===== src/rtl/gf180mcu_oai33_bist_pkg.sv =====
// Shared types, constants and the OAI33 reference function for the OAI33 BIST engine.
// The LFSR constants are used only when GF180MCU_OAI33_BIST_LFSR_EN is defined.
package gf180mcu_oai33_bist_pkg;

   localparam int unsigned VEC_W   = 6;
   localparam int unsigned NUM_VEC = 64;

   typedef enum logic [1:0] {
      ST_IDLE   = 2'd0,
      ST_SETTLE = 2'd1,
      ST_SAMPLE = 2'd2,
      ST_DONE   = 2'd3
   } state_e;

   // Fibonacci x^6+x^5+1: feedback is bit5 ^ bit4, shifted in at bit 0.
   // LFSR_LAST is the state whose successor would be the seed again.
   localparam logic [VEC_W-1:0] LFSR_SEED = 6'b000001;
   localparam logic [VEC_W-1:0] LFSR_TAPS = 6'b110000;
   localparam logic [VEC_W-1:0] LFSR_LAST = 6'b100000;

   // Vector layout is {B3,B2,B1,A3,A2,A1}.
   function automatic logic oai33_expected(input logic [VEC_W-1:0] vec);
      return !((|vec[2:0]) & (|vec[5:3]));
   endfunction

endpackage


===== src/rtl/gf180mcu_oai33_bist_vecgen.sv =====
// Test-vector generator: holds the current vector and supports load, advance and clear.
// Ascending order by default; LFSR order when GF180MCU_OAI33_BIST_LFSR_EN is defined.
module gf180mcu_oai33_bist_vecgen
   import gf180mcu_oai33_bist_pkg::*;
(
   input  logic             CLK,
   input  logic             RST,
   input  logic             i_load,
   input  logic             i_advance,
   input  logic             i_clear,
   output logic [VEC_W-1:0] o_vec,
   output logic             o_is_last
);

   logic [VEC_W-1:0] r_vec;
   logic [VEC_W-1:0] w_first;
   logic [VEC_W-1:0] w_next;

`ifdef GF180MCU_OAI33_BIST_LFSR_EN
   // The zero vector cannot occur in the LFSR cycle, so it is appended after the last state.
   assign w_first   = LFSR_SEED;
   assign w_next    = (r_vec == LFSR_LAST) ? '0
                                           : {r_vec[VEC_W-2:0], ^(r_vec & LFSR_TAPS)};
   assign o_is_last = (r_vec == '0);
`else
   assign w_first   = '0;
   assign w_next    = r_vec + 1'b1;
   assign o_is_last = (r_vec == {VEC_W{1'b1}});
`endif

   // NOTE: sequential state uses non-blocking assignments so every flop samples pre-edge values.
   always_ff @(posedge CLK or posedge RST) begin
      if (RST) begin
         r_vec <= '0;
      end else if (i_clear) begin
         r_vec <= '0;
      end else if (i_load) begin
         r_vec <= w_first;
      end else if (i_advance) begin
         r_vec <= w_next;
      end
   end

   assign o_vec = r_vec;

endmodule


===== src/rtl/gf180mcu_oai33_bist.sv =====
// Exhaustive stimulus/check engine for one OAI33 cell: drives A1..B3, samples ZN, reports results.
// Vector order is ascending, or LFSR-based when GF180MCU_OAI33_BIST_LFSR_EN is defined.
module gf180mcu_oai33_bist
   import gf180mcu_oai33_bist_pkg::*;
#(
   parameter int unsigned SETTLE_CYCLES = 2
) (
   input  logic       CLK,
   input  logic       RST,
   input  logic       START,
   input  logic       ZN,
   output logic       A1,
   output logic       A2,
   output logic       A3,
   output logic       B1,
   output logic       B2,
   output logic       B3,
   output logic       BUSY,
   output logic       DONE,
   output logic       PASS,
   output logic [6:0] ERR_CNT,
   output logic       FAIL_VLD,
   output logic [5:0] FAIL_VEC
);

   localparam logic [1:0] S_IDLE    = 2'(ST_IDLE);
   localparam logic [1:0] S_SETTLE  = 2'(ST_SETTLE);
   localparam logic [1:0] S_SAMPLE  = 2'(ST_SAMPLE);
   localparam logic [1:0] S_DONE    = 2'(ST_DONE);
   localparam logic [3:0] WAIT_LAST = 4'(SETTLE_CYCLES - 1);

   logic [1:0]       r_state;
   logic [3:0]       r_wait;
   logic [6:0]       r_err_cnt;
   logic             r_fail_vld;
   logic [5:0]       r_fail_vec;
   logic             r_busy;
   logic             r_done;
   logic             r_pass;

   logic [VEC_W-1:0] w_vec;
   logic             w_is_last;
   logic             w_load;
   logic             w_advance;
   logic             w_clear;
   logic             w_expected;
   logic             w_mismatch;

   assign w_load     = START && ((r_state == S_IDLE) || (r_state == S_DONE));
   assign w_advance  = (r_state == S_SAMPLE) && !w_is_last;
   assign w_clear    = (r_state == S_SAMPLE) && w_is_last;
   assign w_expected = oai33_expected(w_vec);
   // Case inequality so an X or Z on ZN counts as a failure instead of a silent pass.
   assign w_mismatch = (ZN !== w_expected);

   gf180mcu_oai33_bist_vecgen u_vecgen (
      .CLK       (CLK),
      .RST       (RST),
      .i_load    (w_load),
      .i_advance (w_advance),
      .i_clear   (w_clear),
      .o_vec     (w_vec),
      .o_is_last (w_is_last)
   );

   always_ff @(posedge CLK or posedge RST) begin
      if (RST) begin
         r_state    <= S_IDLE;
         r_wait     <= '0;
         r_err_cnt  <= '0;
         r_fail_vld <= 1'b0;
         r_fail_vec <= '0;
         r_busy     <= 1'b0;
         r_done     <= 1'b0;
         r_pass     <= 1'b0;
      end else begin
         case (r_state)
            S_IDLE, S_DONE: begin
               if (START) begin
                  r_state    <= S_SETTLE;
                  r_wait     <= '0;
                  r_err_cnt  <= '0;
                  r_fail_vld <= 1'b0;
                  r_fail_vec <= '0;
                  r_busy     <= 1'b1;
                  r_done     <= 1'b0;
                  r_pass     <= 1'b0;
               end else if (r_state == S_DONE) begin
                  // Error count is final by now, so PASS can be derived from it.
                  r_busy <= 1'b0;
                  r_done <= 1'b1;
                  r_pass <= (r_err_cnt == '0);
               end
            end
            S_SETTLE: begin
               if (r_wait == WAIT_LAST) begin
                  r_wait  <= '0;
                  r_state <= S_SAMPLE;
               end else begin
                  r_wait <= r_wait + 4'd1;
               end
            end
            S_SAMPLE: begin
               if (w_mismatch) begin
                  r_err_cnt <= r_err_cnt + 7'd1;
                  if (!r_fail_vld) begin
                     r_fail_vld <= 1'b1;
                     r_fail_vec <= w_vec;
                  end
               end
               r_state <= w_is_last ? S_DONE : S_SETTLE;
            end
            default: r_state <= S_IDLE;
         endcase
      end
   end

   assign A1       = w_vec[0];
   assign A2       = w_vec[1];
   assign A3       = w_vec[2];
   assign B1       = w_vec[3];
   assign B2       = w_vec[4];
   assign B3       = w_vec[5];
   assign BUSY     = r_busy;
   assign DONE     = r_done;
   assign PASS     = r_pass;
   assign ERR_CNT  = r_err_cnt;
   assign FAIL_VLD = r_fail_vld;
   assign FAIL_VEC = r_fail_vec;

endmodule


===== config.mk =====
export PLATFORM = sky130hd
export DESIGN_NAME = gf180mcu_oai33_bist
export DESIGN_NICKNAME = d
export VERILOG_FILES = /design/src/rtl/gf180mcu_oai33_bist_pkg.sv /design/src/rtl/gf180mcu_oai33_bist_vecgen.sv /design/src/rtl/gf180mcu_oai33_bist.sv
export SDC_FILE = /design/constraint.sdc
export NUM_CORES = 1
export LEC_CHECK = 0
export BUFFER_PORTS_ARGS = -buffer_cell sky130_fd_sc_hd__buf_2
export CAP_MARGIN = 20
export CORE_MARGIN = 5
export CORE_UTILIZATION = 45
export CTS_CLUSTER_DIAMETER = 100
export DETAILED_ROUTE_END_ITERATION = 6
export PLACE_DENSITY = 0.66
export SLEW_MARGIN = 20
export SYNTH_ARGS = -nofsm -noshare
export SYNTH_HDL_FRONTEND = slang
export SYNTH_SLANG_ARGS = --single-unit

===== constraint.sdc =====
create_clock -name CLK -period 2.45 [get_ports CLK]
set_input_delay 0.245 -clock CLK [delete_from_list [all_inputs] [get_ports CLK]]
set_output_delay 0.245 -clock CLK [all_outputs]
set_load 0.03 [all_outputs]

# == Word-level counts from Yosys, hierarchy flattened ==
# Index checks and enable logic that the tools add are counted.
# totals
ff_bits,29
out_inout_bits,23
wordCells,69
# op_classes
addsub,3
eq_ne,10
mux,26
bitwise,1
n_reduce_logical,20
# op_table
operator,n
$mux W6,6
$mux W7,2
$pmux W7 S2,1
$pmux W6 S2,1
$mux W1,8
$mux W4,2
$ne A2 B2 Y1 const B,4
$pmux W4 S2,1
$add A7 B1 Y7 const B,1
$logic_not A7 Y1,1
$add A6 B1 Y6 const B,1
$eq A6 B6 Y1 const B,1
$mux W2,3
$pmux W2 S3,1
$reduce_and A2 Y1,3
$reduce_bool A2 Y1,3
$reduce_or A3 Y1,2
$add A4 B1 Y4 const B,1
$eq A2 B2 Y1 const B,2
$eq A4 B1 Y1 const B,1
$reduce_and A4 Y1,1
$logic_and A1 B1 Y1,3
$reduce_and A3 Y1,1
$reduce_bool A3 Y1,1
other kinds (8),9

# == Logic depth before layout (Yosys ltp) ==
# logic_depth
ltp_word,6
mapped_depth,9

# == Cells and area by module ==
# Synthesis repeated with hierarchy kept, for this count alone.
# unflattened
hier_cells,171
area_unflattened_um2,1689.1
# by_module_without_submodules
module,n_inst,cells_per_inst,area_each_um2,seq_area_each_um2
gf180mcu_oai33_bist,1,142,1397.6,575.6
gf180mcu_oai33_bist_vecgen,1,29,291.5,150.1

# == Worst setup path after synthesis ==
# No wires, ideal clock.
# synth_timing
path_kind,reg-to-reg
from,"register u_vecgen.r_vec[0], in the netlist u_vecgen.o_vec[0]"
to,"register r_fail_vec[0], in the netlist FAIL_VEC[0]"
arrival_ps,1916
setup_slack_ps,451
path_stages_with_launch,9
synth_period_minus_slack_ps,1999
cell_sequence,dfrtp_1 > inv_1 > ha_1 > nor2b_1 > or3_1 > buf_6 > and3_1 > buf_6 > o22ai_2
# synth_via
elab_chain_cells,6
# synth_lines
item,line_no,source
from (decl),gf180mcu_oai33_bist_vecgen.sv:15,logic [VEC_W-1:0] r_vec;
from (signal assigned),gf180mcu_oai33_bist_vecgen.sv:38,r_vec <= w_first;
from (signal assigned),gf180mcu_oai33_bist_vecgen.sv:40,r_vec <= w_next;
$reduce_or A3 Y1,gf180mcu_oai33_bist_pkg.sv:23,return !((|vec[2:0]) & (|vec[5:3]));
$and A1 B1 Y1,gf180mcu_oai33_bist_pkg.sv:23,
$logic_not A1 Y1,gf180mcu_oai33_bist_pkg.sv:23,
$nex A1 B1 Y1,gf180mcu_oai33_bist.sv:54,assign w_mismatch = (ZN !== w_expected);
$ne A2 B2 Y1 (no source line),n/a,
$reduce_and A4 Y1 (no source line),n/a,
to (signal assigned),gf180mcu_oai33_bist.sv:108,r_fail_vec <= w_vec;
to (decl),gf180mcu_oai33_bist.sv:36,logic [5:0] r_fail_vec;
# Parallel ways exist; a longest one is shown, timed or not. The select of a mux whose other input is x is not followed.
# A chain may end at the register's enable or synchronous reset.

# == Final worst setup path ==
# layout_timing
from,"register u_vecgen.r_vec[0], in the netlist u_vecgen.o_vec[0]"
to,"register r_fail_vec[2], in the netlist FAIL_VEC[2]"
# layout_via
elab_chain_cells,6
# layout_lines
item,line_no
$reduce_or A3 Y1,gf180mcu_oai33_bist_pkg.sv:23
$and A1 B1 Y1,gf180mcu_oai33_bist_pkg.sv:23
$logic_not A1 Y1,gf180mcu_oai33_bist_pkg.sv:23
$nex A1 B1 Y1,gf180mcu_oai33_bist.sv:54
$ne A2 B2 Y1 (no source line),n/a
$reduce_and A4 Y1 (no source line),n/a
# Every way passes these cells.

==> impl_metrics.env <==
export IMPL_critPathLaunchType="register"
export IMPL_syn_inst=184
export IMPL_wl_per_cell_um=15.0
export IMPL_cellLeakagePower_nw=0.907
export IMPL_n_fill_cell=364
export IMPL_max_stage_delay_ns=0.43
export IMPL_core_area_sq_um=3720
export IMPL_cts_tree="done"
export IMPL_cts_max_level=2
export IMPL_ys_seq_area_frac=0.417
export IMPL_pwr_share_seq=0.339
export IMPL_worstPathArrival_ns=2.26
export IMPL_met1_length_um=1730
export IMPL_hold_viol=0
export IMPL_p_sw_frac=0.437
export IMPL_avgSynthCellArea_sq_um=9.46
export IMPL_route_met2_wl_um=1930
export IMPL_grt_use_total=0.164
export IMPL_drive_above_1_share=0.227
export IMPL_holdWs_ns=0.0271
export IMPL_synth_area_sq_um=1740
export IMPL_register_area_sq_um=726
export IMPL_grt_overflow_total=0
export IMPL_placed_area_sq_um=1880
export IMPL_yosys_warnings=0
export IMPL_cp_end_kind="register"
export IMPL_cp_top_family="simple AND/OR/NAND/NOR gates"
export IMPL_synthArstFlopShare=1.00
export IMPL_cts_buffers=5
export IMPL_clk_pin_slew_worst_paths_ns=0.07
export IMPL_cts_buffer_depth=2
export IMPL_synth_ff_type="dfrtp_1"
export IMPL_finalCritPeriodShare=0.862
export IMPL_final_cell_area_sq_um=1960
export IMPL_fin_setup_tns_ns=0
export IMPL_firstDrtPassIters=4
export IMPL_row_count=22
export IMPL_areaGrowthSynthToFinish_pct=12.8
export IMPL_globalplace_congestion=0.811
export IMPL_ys_ff_latch=29
export IMPL_slew_viol_final=0
export IMPL_grt_pass1_vias=1509
export IMPL_holdBufCountCts=0
export IMPL_grt_max_degree=30
export IMPL_grt_antenna_before_repair=0
export IMPL_holdCritPathClass="in2async"
export IMPL_setup_viol=0
export IMPL_dieHeight_um=72.2
export IMPL_drc=0
export IMPL_synth_edf_count=0
export IMPL_portBuffers=26
export IMPL_path_max_fanout=10
export IMPL_pwr_share_comb=0.449
export IMPL_viasPerCell=5.57
export IMPL_crit_buf_inv=1
export IMPL_power_density_nw_per_um2=924
export IMPL_crit_type="reg2reg"
export IMPL_vias=1442
export IMPL_wl_met3_um=207
export IMPL_dieArea_sq_um=5210
export IMPL_synth_nets=198
export IMPL_cts_post_setup_buffers_inserted=0
export IMPL_worstSkewPairLatency_ns=0.28
export IMPL_cts_sinks=29
export IMPL_clock_root_buffer="clkbuf_8"
export IMPL_clkPwrFrac=0.212
export IMPL_top_layer_used="met4"
export IMPL_power_total_mw=1.81
export IMPL_path_cells="inv_1 -> ha_1 -> nor2b_1 -> or3_1 -> and3_1 -> o22ai_2"
export IMPL_status="finished, final reports clean"
export IMPL_antenna_cells=0
export IMPL_grt_pass1_wl_um=6810
export IMPL_place_ws_ns=0.387
export IMPL_ys_types=47
export IMPL_timing_fmax_mhz=473
export IMPL_die_w_um=72.2
export IMPL_fin_crit_ns=2.11
export IMPL_ctsResizeCount=0
export IMPL_final_nets=224
export IMPL_maxSlewHeadroom=0.575
export IMPL_hpwl_um=2880
export IMPL_start_util=0.468
export IMPL_fin_skew_ns=0.00536
export IMPL_cellInternalPower_mw=1.02
export IMPL_drtIter0Drc=114
export IMPL_cp_required_ns=2.59
export IMPL_cap_violations=0
export IMPL_cp_slowest_cell="dfrtp_1"
export IMPL_multi_input_area_sq_um=852
export IMPL_ios=27
export IMPL_peakVddDrop_mv=0.449
export IMPL_drt_total_wl_um=3900
export IMPL_rsz0062_at_grt="false"
export IMPL_worst_slack_ns=0.338
export IMPL_switchingPower_mw=0.792
export IMPL_worstMarginPinSlew_ns=0.635
export IMPL_drtAntennaViolNets=0
==> cell type report <==
class,instances,share of cell area
Clock buffer,6,0.0370
Clock inverter,2,0.00510
Inverter,24,0.0459
Multi-Input combinational cell,121,0.434
Sequential cell,29,0.370
Tap cell,48,0.0306
Timing Repair Buffer,29,0.0778
==> cell usage after synthesis, types with 2 or more instances <==
cell type	count	area share
o21ai_1	4	0.012
o221ai_1	4	0.020
or3_1	3	0.011
a21oi_1	6	0.017
ha_1	10	0.072
nand2b_1	4	0.014
nor4b_1	3	0.015
nor3_1	3	0.0086
nand4_1	2	0.0072
and3_1	5	0.018
o22ai_1	3	0.011
nor3b_1	2	0.0086
xnor2_1	2	0.010
buf_6	4	0.026
inv_1	24	0.052
o21ai_0	2	0.0058
nor2b_1	3	0.011
o22ai_2	6	0.043
dfrtp_1	29	0.42
o31ai_1	2	0.0086
nand2_1	17	0.037
clkbuf_1	3	0.0065
nand3_1	13	0.037
nor2_1	7	0.015
==> registers in the layout, indices dropped and copies added, names as in the netlist <==
register	flops
BUSY	1
DONE	1
ERR_CNT	7
FAIL_VEC	6
FAIL_VLD	1
PASS	1
r_state	2
r_wait	4
u_vecgen.o_vec	6
==> cell usage in the layout, fill, tap and decap left out, drive strengths merged, types with 2 or more instances in the layout <==
cell     n
clkinv   2
o221ai   4
inv     24
nor4b    3
or3      3
nor3b    2
nand2b   4
ha      10
buf     29
and3     5
nor2b    4
xnor2    2
nand2   17
a21oi    7
o21ai    7
nand4    3
clkbuf   6
dfrtp   29
nand3   13
o22ai    9
nor3     5
o31ai    2
nor2     7
==> kinds of logic (layout without fill, tap and decap cells) <==
kind of cell,Yosys count,after routing,synth area share
buffers and inverters,34,61,0.0935
and+or+nand+nor,71,71,0.235
xor gates and xnor gates,2,2,0.0101
muxes,1,1,0.00575
DFF,29,29,0.417
adders and majority gates,10,10,0.0719
AOI/OAI and AO/OA,37,37,0.167
==> path summary, 6_finish.rpt <==
kind | startpoint | endpoint | slack (ns) | cells after the start
worst max-delay path | u_vecgen.o_vec[0] | FAIL_VEC[2] | 0.34 | 6
worst min-delay path | RST | FAIL_VLD | 0.03 | 3
worst max register to register | u_vecgen.o_vec[0] | FAIL_VEC[2] | 0.34 | 6
worst min register to register | BUSY | BUSY | 0.49 | 2
max in group asynchronous | RST | ERR_CNT[2] | 2.14 | 3
min in group CLK | START | BUSY | 0.31 | 3
==> routing by layer <==
metal / global-route usage / up-vias
met2: 0.281 / 34
met5: 0 / -
li1: - / 697
met3: 0.0457 / 4
met4: 0.0605 / 0
met1: 0.195 / 707
==> power groups by stage <==
stage / Sequential [mW] / Combinational, mW / Clock (mW)
floorplan: 0.680 / 0.626 / 0
global placement: 0.618 / 0.794 / 0
detailed placement: 0.623 / 0.813 / 0
CTS: 0.616 / 0.817 / 0.392
global route: 0.625 / 0.911 / 0.423
finish: 0.615 / 0.815 / 0.384
==> stage by stage <==
stage	instances	utilization
6_report	259	0.528
2_1_floorplan	184	-
3_3_place_gp	251	0.506
3_5_place_dp	251	0.506
4_1_cts	259	0.528
5_1_grt	259	0.528
==> worst register-to-register path, delay by kind of cell, from the launching register on <==
| kind | cells | cell delay, ns |
|---|---|---|
| AND/OR/NAND/NOR | 3 | 1.11 |
| AO/OA/AOI/OAI | 1 | 0.14 |
| flip-flops | 1 | 0.43 |
| adder cells (fa/ha/maj) | 1 | 0.16 |
| buffers and inverters | 1 | 0.14 |
(Power assumes the default switching activity.)
